===== src/rtl/fetch_stage.sv =====
// ---------------------------------------------------------------------------
// fetch_stage
//   Instruction fetch stage feeding the opcode decoder / control unit.
//   Holds the PC, runs a req/ready handshake to instruction memory and
//   presents each fetched instruction in a registered IF/ID output with
//   stall hold (through a one-entry skid buffer) and redirect flush.
//
// Parameters
//   PC_W      PC / instruction-memory address width (word addressed)
//   INSTR_W   instruction width; opCode is the top 4 bits
//   RESET_PC  PC loaded on reset
//
// Ports
//   clk, rst_n            clock (rising edge), async active-low reset
//   stall                 decode not ready: IF/ID holds
//   redirect, redirect_pc taken branch/jump: flush, refetch from redirect_pc
//   imem_req, imem_addr   registered request to instruction memory
//   imem_ready,imem_rdata memory completes the request with this data
//   if_valid, if_instr    IF/ID register contents
//   if_pc, if_pc_plus1    PC of if_instr and PC+1 (both modulo 2^PC_W)
//   opCode                if_instr[INSTR_W-1 -: 4], not gated by if_valid
//
// Optional feature (macro FETCH_PERF_EN)
//   perf_fetched  saturating count of accepted, non-discarded fetches
//   perf_flushed  saturating count of redirects that killed live work
// ---------------------------------------------------------------------------
module fetch_stage #(
    parameter int              PC_W     = 16,
    parameter int              INSTR_W  = 16,
    parameter logic [PC_W-1:0] RESET_PC = '0
) (
    input  logic               clk,
    input  logic               rst_n,
    input  logic               stall,
    input  logic               redirect,
    input  logic [PC_W-1:0]    redirect_pc,
    output logic               imem_req,
    output logic [PC_W-1:0]    imem_addr,
    input  logic               imem_ready,
    input  logic [INSTR_W-1:0] imem_rdata,
    output logic               if_valid,
    output logic [INSTR_W-1:0] if_instr,
    output logic [PC_W-1:0]    if_pc,
    output logic [PC_W-1:0]    if_pc_plus1,
    output logic [3:0]         opCode
`ifdef FETCH_PERF_EN
    ,
    output logic [15:0]        perf_fetched,
    output logic [15:0]        perf_flushed
`endif
);

    typedef enum logic [1:0] {
        FETCH = 2'd0,
        HOLD  = 2'd1,
        DROP  = 2'd2
    } stateType;

    localparam logic [PC_W-1:0] PC_ONE = PC_W'(1);

    stateType            state;
    logic [PC_W-1:0]     pc;
    logic [PC_W-1:0]     skidPc;
    logic [INSTR_W-1:0]  skidInstr;
    logic [PC_W-1:0]     dropTarget;
    logic [PC_W-1:0]     dropNext;
    logic                accept;
    logic                loadOk;

    assign accept   = imem_req && imem_ready;
    assign loadOk   = !if_valid || !stall;
    // A redirect arriving in the same cycle as the dropped data wins.
    assign dropNext = redirect ? redirect_pc : dropTarget;

    // pc is the address of the outstanding (or next) request, so the
    // address is registered and stays put until the request completes.
    assign imem_addr = pc;

    // ---- IF/ID stage boundary ----
    always_ff @(posedge clk or negedge rst_n) begin
        if (!rst_n) begin
            state      <= FETCH;
            pc         <= RESET_PC;
            imem_req   <= 1'b0;
            if_valid   <= 1'b0;
            if_instr   <= '0;
            if_pc      <= '0;
            skidInstr  <= '0;
            skidPc     <= '0;
            dropTarget <= '0;
        end else begin
            case (state)
                FETCH: begin
                    if (redirect) begin
                        if_valid <= 1'b0;
                        imem_req <= 1'b1;
                        if (accept || !imem_req) begin
                            // Data (if any) is discarded; nothing left in flight.
                            pc <= redirect_pc;
                        end else begin
                            // In-flight request cannot be cancelled: wait it out.
                            dropTarget <= redirect_pc;
                            state      <= DROP;
                        end
                    end else if (accept) begin
                        pc <= pc + PC_ONE;
                        if (loadOk) begin
                            if_instr <= imem_rdata;
                            if_pc    <= pc;
                            if_valid <= 1'b1;
                            imem_req <= 1'b1;
                        end else begin
                            skidInstr <= imem_rdata;
                            skidPc    <= pc;
                            imem_req  <= 1'b0;
                            state     <= HOLD;
                        end
                    end else begin
                        if (!stall) begin
                            if_valid <= 1'b0;
                        end
                        imem_req <= 1'b1;
                    end
                end
                HOLD: begin
                    if (redirect) begin
                        if_valid <= 1'b0;
                        pc       <= redirect_pc;
                        imem_req <= 1'b1;
                        state    <= FETCH;
                    end else if (!stall) begin
                        if_instr <= skidInstr;
                        if_pc    <= skidPc;
                        if_valid <= 1'b1;
                        imem_req <= 1'b1;
                        state    <= FETCH;
                    end
                end
                DROP: begin
                    if_valid <= 1'b0;
                    if (imem_ready) begin
                        pc       <= dropNext;
                        imem_req <= 1'b1;
                        state    <= FETCH;
                    end else begin
                        dropTarget <= dropNext;
                    end
                end
                default: begin
                    state    <= FETCH;
                    imem_req <= 1'b0;
                    if_valid <= 1'b0;
                end
            endcase
        end
    end

    assign if_pc_plus1 = if_pc + PC_ONE;
    assign opCode      = if_instr[INSTR_W-1 -: 4];

`ifdef FETCH_PERF_EN
    function automatic logic [15:0] satInc(input logic [15:0] v);
        return (v == 16'hFFFF) ? v : v + 16'd1;
    endfunction

    logic fetchedEvt;
    logic flushedEvt;

    assign fetchedEvt = accept && (state == FETCH) && !redirect;
    // In DROP the request is already doomed, so a newer redirect kills nothing.
    assign flushedEvt = redirect && (state != DROP) && (if_valid || imem_req);

    always_ff @(posedge clk or negedge rst_n) begin
        if (!rst_n) begin
            perf_fetched <= '0;
            perf_flushed <= '0;
        end else begin
            if (fetchedEvt) perf_fetched <= satInc(perf_fetched);
            if (flushedEvt) perf_flushed <= satInc(perf_flushed);
        end
    end
`endif

endmodule


===== config.mk =====
export PLATFORM = sky130hd
export DESIGN_NAME = fetch_stage
export DESIGN_NICKNAME = d
export VERILOG_FILES = /design/src/rtl/fetch_stage.sv
export SDC_FILE = /design/constraint.sdc
export NUM_CORES = 1
export LEC_CHECK = 0
export BUFFER_PORTS_ARGS = -buffer_cell sky130_fd_sc_hd__buf_2
export CAP_MARGIN = 25
export CORE_ASPECT_RATIO = 1.75
export CORE_MARGIN = 1.5
export CORE_UTILIZATION = 35
export CTS_CLUSTER_SIZE = 16
export DETAILED_ROUTE_END_ITERATION = 8
export HOLD_SLACK_MARGIN = 0.06
export PLACE_DENSITY = 0.56
export SYNTH_ARGS = -nofsm -noshare
export SYNTH_HDL_FRONTEND = slang
export SYNTH_SLANG_ARGS = --single-unit

===== constraint.sdc =====
create_clock -name clk -period 2.7 [get_ports clk]
set_input_delay 0.135 -clock clk [delete_from_list [all_inputs] [get_ports clk]]
set_output_delay 0.135 -clock clk [all_outputs]
set_load 0.005 [all_outputs]

==> After elaboration in Yosys (flattened, before gate mapping) <==
Cells that the tools add are included.
{ "totals": {"register_bits": 100, "inputBits": 37, "word_cells": 93} }
{ "classes": {"addsub": 2, "n_eq_ne": 19, "muxes": 44, "bitwise_logic": 2, "n_reduce_logical": 17} }
{ "op_table": {"columns": ["op", "count"], "rows": [
  ["two-way mux 16 bit", 19],
  ["case mux 16 bit (2 select lines)", 3],
  ["case mux 16 bit (3 select lines)", 1],
  ["adder 16 x 1 -> 16 bit, second input constant", 2],
  ["inequality test 2 bit, second input constant", 10],
  ["inequality test 3 bit, second input constant", 5],
  ["two-way mux 2 bit", 7],
  ["two-way mux 1 bit", 11],
  ["AND reduction 5 bit", 2],
  ["inequality test 4 bit, second input constant", 2],
  ["AND reduction 4 bit", 2],
  ["case mux 2 bit (3 select lines)", 1],
  ["AND reduction 6 bit", 1],
  ["nonzero test 2 bit", 2],
  ["zero test 1 bit", 3],
  ["case mux 1 bit (3 select lines)", 1],
  ["AND reduction 3 bit", 1],
  ["nonzero test 3 bit", 1],
  ["equality test 2 x 1 -> 1 bit, second input constant", 1],
  ["equality test 2 bit, second input constant", 1],
  ["zero test 2 bit", 1],
  ["logical OR 1 bit", 2],
  ["NOT 1 bit", 2],
  ["case mux 1 bit (2 select lines)", 1],
  ["2 further kinds", 2]
]} }

==> Logic depth before layout (Yosys ltp) <==
{ "depth": {"ltp_word": 6, "depth_mapped": 9, "ltp_nobuf": 7} }

==> Worst setup path after synthesis <==
No wires, ideal clock.
{ "synth_timing": {"kind": "register to register", "from": "register state[0]", "to": "register dropTarget[11]", "t_arrival_ns": 1.775, "required_ns": 2.575, "slack_ns": 0.800, "stages_incl_launch_ff": 9, "path_buffers": 2, "synth_period_minus_slack_ns": 1.900, "path_cell_list": "dfrtp_1 inv_1 ha_1 inv_2 o21a_1 nor3b_1 buf_4 buf_6 mux2_2"} }
{ "synth_between": {"elab_chain_len": 3, "word_cells_on_any_way": 8} }
{ "synth_lines": {"columns": ["element", "line", "rtl"], "rows": [
  ["start, declared", "61", "stateType state;"],
  ["start signal, assigned", "82", "state <= FETCH;"],
  ["start signal, assigned", "103", "state <= DROP;"],
  ["start signal, assigned", "116", "state <= HOLD;"],
  ["equality test 2 bit or zero test 2 bit (tied branches)", "92", "case (state)"],
  ["inequality test 2 bit (no line) or nonzero test 2 bit (tied branches)", null, null],
  ["AND reduction 4 bit (no line)", null, null],
  ["end signal, assigned", "102", "dropTarget <= redirect_pc;"],
  ["end signal, assigned", "146", "dropTarget <= dropNext;"],
  ["end, declared", "65", "logic [PC_W-1:0] dropTarget;"]
]} }
Several ways; a longest one is shown, not always the timed one.
A chain may end at the register's enable or synchronous reset.

==> Worst setup path in the final report <==
{ "layout_timing": {"from": "register state[0]", "to": "register pc[1] (netlist: imem_addr[1])"} }
{ "layout_between": {"elab_chain_len": 3, "word_cells_on_any_way": 10} }
{ "layout_lines": {"columns": ["element", "line", "rtl"], "rows": [
  ["equality test 2 x 1 -> 1 bit, or another cell as far along", "92", null],
  ["inequality test 2 bit (no line), or another cell as far along", null, null],
  ["AND reduction 5 bit (no line)", null, null],
  ["end signal, assigned", "99", "pc <= redirect_pc;"],
  ["end signal, assigned", "106", "pc <= pc + PC_ONE;"],
  ["end signal, assigned", "128", "pc <= redirect_pc;"],
  ["end, declared", "62", "logic [PC_W-1:0] pc;"]
]} }
Several ways; a longest one is shown, not always the timed one.

==> metrics.cfg <==
[power]
ir_worst_vdd_uv = 340
powerDensity_nw_per_um2 = 1140
p_total_mw = 7.54
power.leakage_nw = 2.90

[route]
drt_iter0_markers = 251
drc_errors = 0
wl_per_cell_um = 15.8
drt_pass1_iterations = 4
final_antenna_net_count = 0
vias = 4306
routed_wl_mm = 13.1
viasPerCell = 5.18

[synthesis]
yosysMostFrequentCell = dfrtp_1
synthTopCellsByArea = dfrtp_1, mux2_2, mux2i_1, a21oi_1, nor2_1
syn_area_per_cell_um2 = 10.3
synthDistinctLibCells = 60
synth_ff_type = dfrtp_1
netlist_instances = 529
synth_nets = 572
ys_async_sr_fraction = 1.00
synth_common_cells = dfrtp_1, a21oi_1, nor2_1
netlist.top_cell.by_area = dfrtp_1
ys_warn_count = 0
synth_seq_cells = 100
synth_edf_count = 0
synth_seq_area_share = 0.459
yosys.area.top_type_share = 0.459
synth_area_um2 = 5450

[grt]
grt_pass1_wl_mm = 21.9
grt_overflow = 0
grt_pass1_vias = 4347
grtUsageTotal = 0.165
grt_max_degree = 65
antenna_found_initial = 0

[critical_path]
end_kind = register
worstPathRequired_ns = 2.94
worstSetupPathType = reg -> reg
reg2regPathDepth = 7
rr_startpoint = state[0]$_DFFE_PN0P_
critPathMaxFanout = 20
arrival_ns = 2.59
cp-start-kind = register
crit_chain = inv_1 > ha_1 > nor2b_1 > o21bai_1 > nand2_1 > buf_4 > o31ai_1
startpoint = state[0]$_DFFE_PN0P_
slowest_stage = nand2_1
critPathMaxStageDelay_ns = 0.44

[finish]
drive_above_1_share = 0.301
diodes = 0
syn_to_final_growth_pct = 21.5
fill_cells = 1552
nNetsFinal = 684
layout.cells.non_filler = 831

[clocking]
postCtsSetupBuffers = 0
root_buffer = clkbuf_16
numClockSinks = 100
cts.hold.buffers_added = 23
cts_tree = done
clk_pin_slew_ns = 0.07
htree_levels = 3
clock_path_buffers = 2
cts_resized = 0
clock_latency_ns = 0.35
cts_buffers = 9

[sta]
setup_viol = 0
tightest_slew_ns = 0.766
slew_viol_final = 0
maxSlewHeadroom = 0.489
finalCriticalPeriod_ns = 2.35
rsz0062_at_grt = false
timing.fmax_mhz = 426
finalCritPeriodShare = 0.869
final.setup_skew_ns = 0.00784
tns_ns = 0
hold_viol = 0

[place]
hpwl_mm = 9.56
numPortBuffers = 106
gp_congestion = 0.825
dp.cells = 793

[floorplanning]
die_y_um = 168
die_w_um = 97.3
rows = 60
initial_core_util = 0.356
die-area_um2 = 16400
num_io_pins = 107
core_area_um2 = 15300

[job]
max_cap_violations = 0

[min_path]
worstHoldPathType = in -> reg
hold-path-cell-count = 2
hold_start = redirect_pc[8]

[status]
outcome = complete, no violations

==> state kept, by name, summed over array words and instances, names as in the netlist <==
| register | flops |
|---|---|
| dropTarget | 16 |
| if_instr | 16 |
| if_pc | 16 |
| if_valid | 1 |
| imem_addr | 16 |
| imem_req | 1 |
| skidInstr | 16 |
| skidPc | 16 |
| state | 2 |
==> power by group <==
group	internal [mW]	total [mW]	switching, mW
sequential	2.21	2.91	0.702
combinational	1.63	3.33	1.70
clock	0.744	1.31	0.563
total	4.58	7.54	2.97
==> stage by stage <==
stage	setup WS [ns]	cell area (um^2)	util	hold WS, ns
floorplan	0.800	5450	-	-0.161
global placement	0.499	6090	0.398	0.255
detailed placement	0.368	6090	0.398	0.264
CTS	0.311	6620	0.432	0.0639
global route	0.156	6620	0.432	0.0660
finish	0.353	6620	0.432	0.0725
==> critical path: cells and delay by family (launching register included) <==
kind	cells	cell delay, ns
buffers and inverters	2	0.41
and+or+nand+nor	2	0.62
AOI/OAI and AO/OA	2	0.46
DFF	1	0.41
adders and majority gates	1	0.34
==> cell usage in the layout (no fill, tap or decap), drive strengths merged, types with 3 or more instances in the layout <==
master       synthesis  final
xnor2               12     12
nand3                7      7
a221oi               9      9
xor2                 6      6
and3                 5      5
buf                 27    117
nor3                 5      5
o21a                 3      3
nand2               42     42
ha                   6      6
a211oi               4      4
clkbuf              12     10
clkinv               0      3
inv                 15     16
a41oi                4      4
dfrtp              100    100
dlygate4sd3          0     23
nand4                5      5
a21oi               60     60
nor3b                4      4
nor4                 4      4
o21ai               26     26
mux2                49     49
a22oi                4      4
a31oi                3      3
mux2i               38     38
o31ai                4      4
and2                 3      3
a22o                 3      3
nor2                47     47
==> kinds of logic (layout without fill, tap and decap cells) <==
logic type               Yosys count  after routing  synth area share
AND/OR/NAND/NOR                  131            131             0.117
AO/OA/AOI/OAI                    133            133             0.149
adder cells (fa/ha/maj)            6              6            0.0138
flip-flops                       100            100             0.459
XOR/XNOR                          18             18            0.0289
multiplexers                      87             87             0.171
buffers and inverters             54            170            0.0611
==> per-layer routing <==
metal | share of wire | global-route usage | up-vias
met1 | 0.41 | 0.192 | 2066
met5 | 0 | 0 | -
li1 | - | - | 2111
met2 | 0.53 | 0.295 | 104
met3 | 0.029 | 0.0249 | 25
met4 | 0.032 | 0.0770 | 0
==> cell type report <==
type / count / area [um^2] / share of cell area
inverters: 15 / 56.3 / 0.00850
multi-input cells: 375 / 2630 / 0.398
repair buffers: 140 / 896 / 0.135
clock inverters: 5 / 61.3 / 0.00926
clock buffers: 10 / 239 / 0.0361
flip-flops and latches: 100 / 2500 / 0.378
well taps: 186 / 233 / 0.0351
==> path summary, 6_finish.rpt <==
| check | to | slack (ns) |
|---|---|---|
| min | dropTarget[8]$_DFFE_PN0P_ | 0.07 |
| min reg2reg | skidInstr[9]$_DFFE_PN0P_ | 0.49 |
| max reg2reg | imem_addr[1]$_DFFE_PN0P_ | 0.35 |
| min in group asynchronous | if_pc[9]$_DFFE_PN0P_ | 0.39 |
| max in group asynchronous | if_pc[1]$_DFFE_PN0P_ | 1.57 |
| max | imem_addr[1]$_DFFE_PN0P_ | 0.35 |
Note: power is estimated with default switching activity, not from simulation.
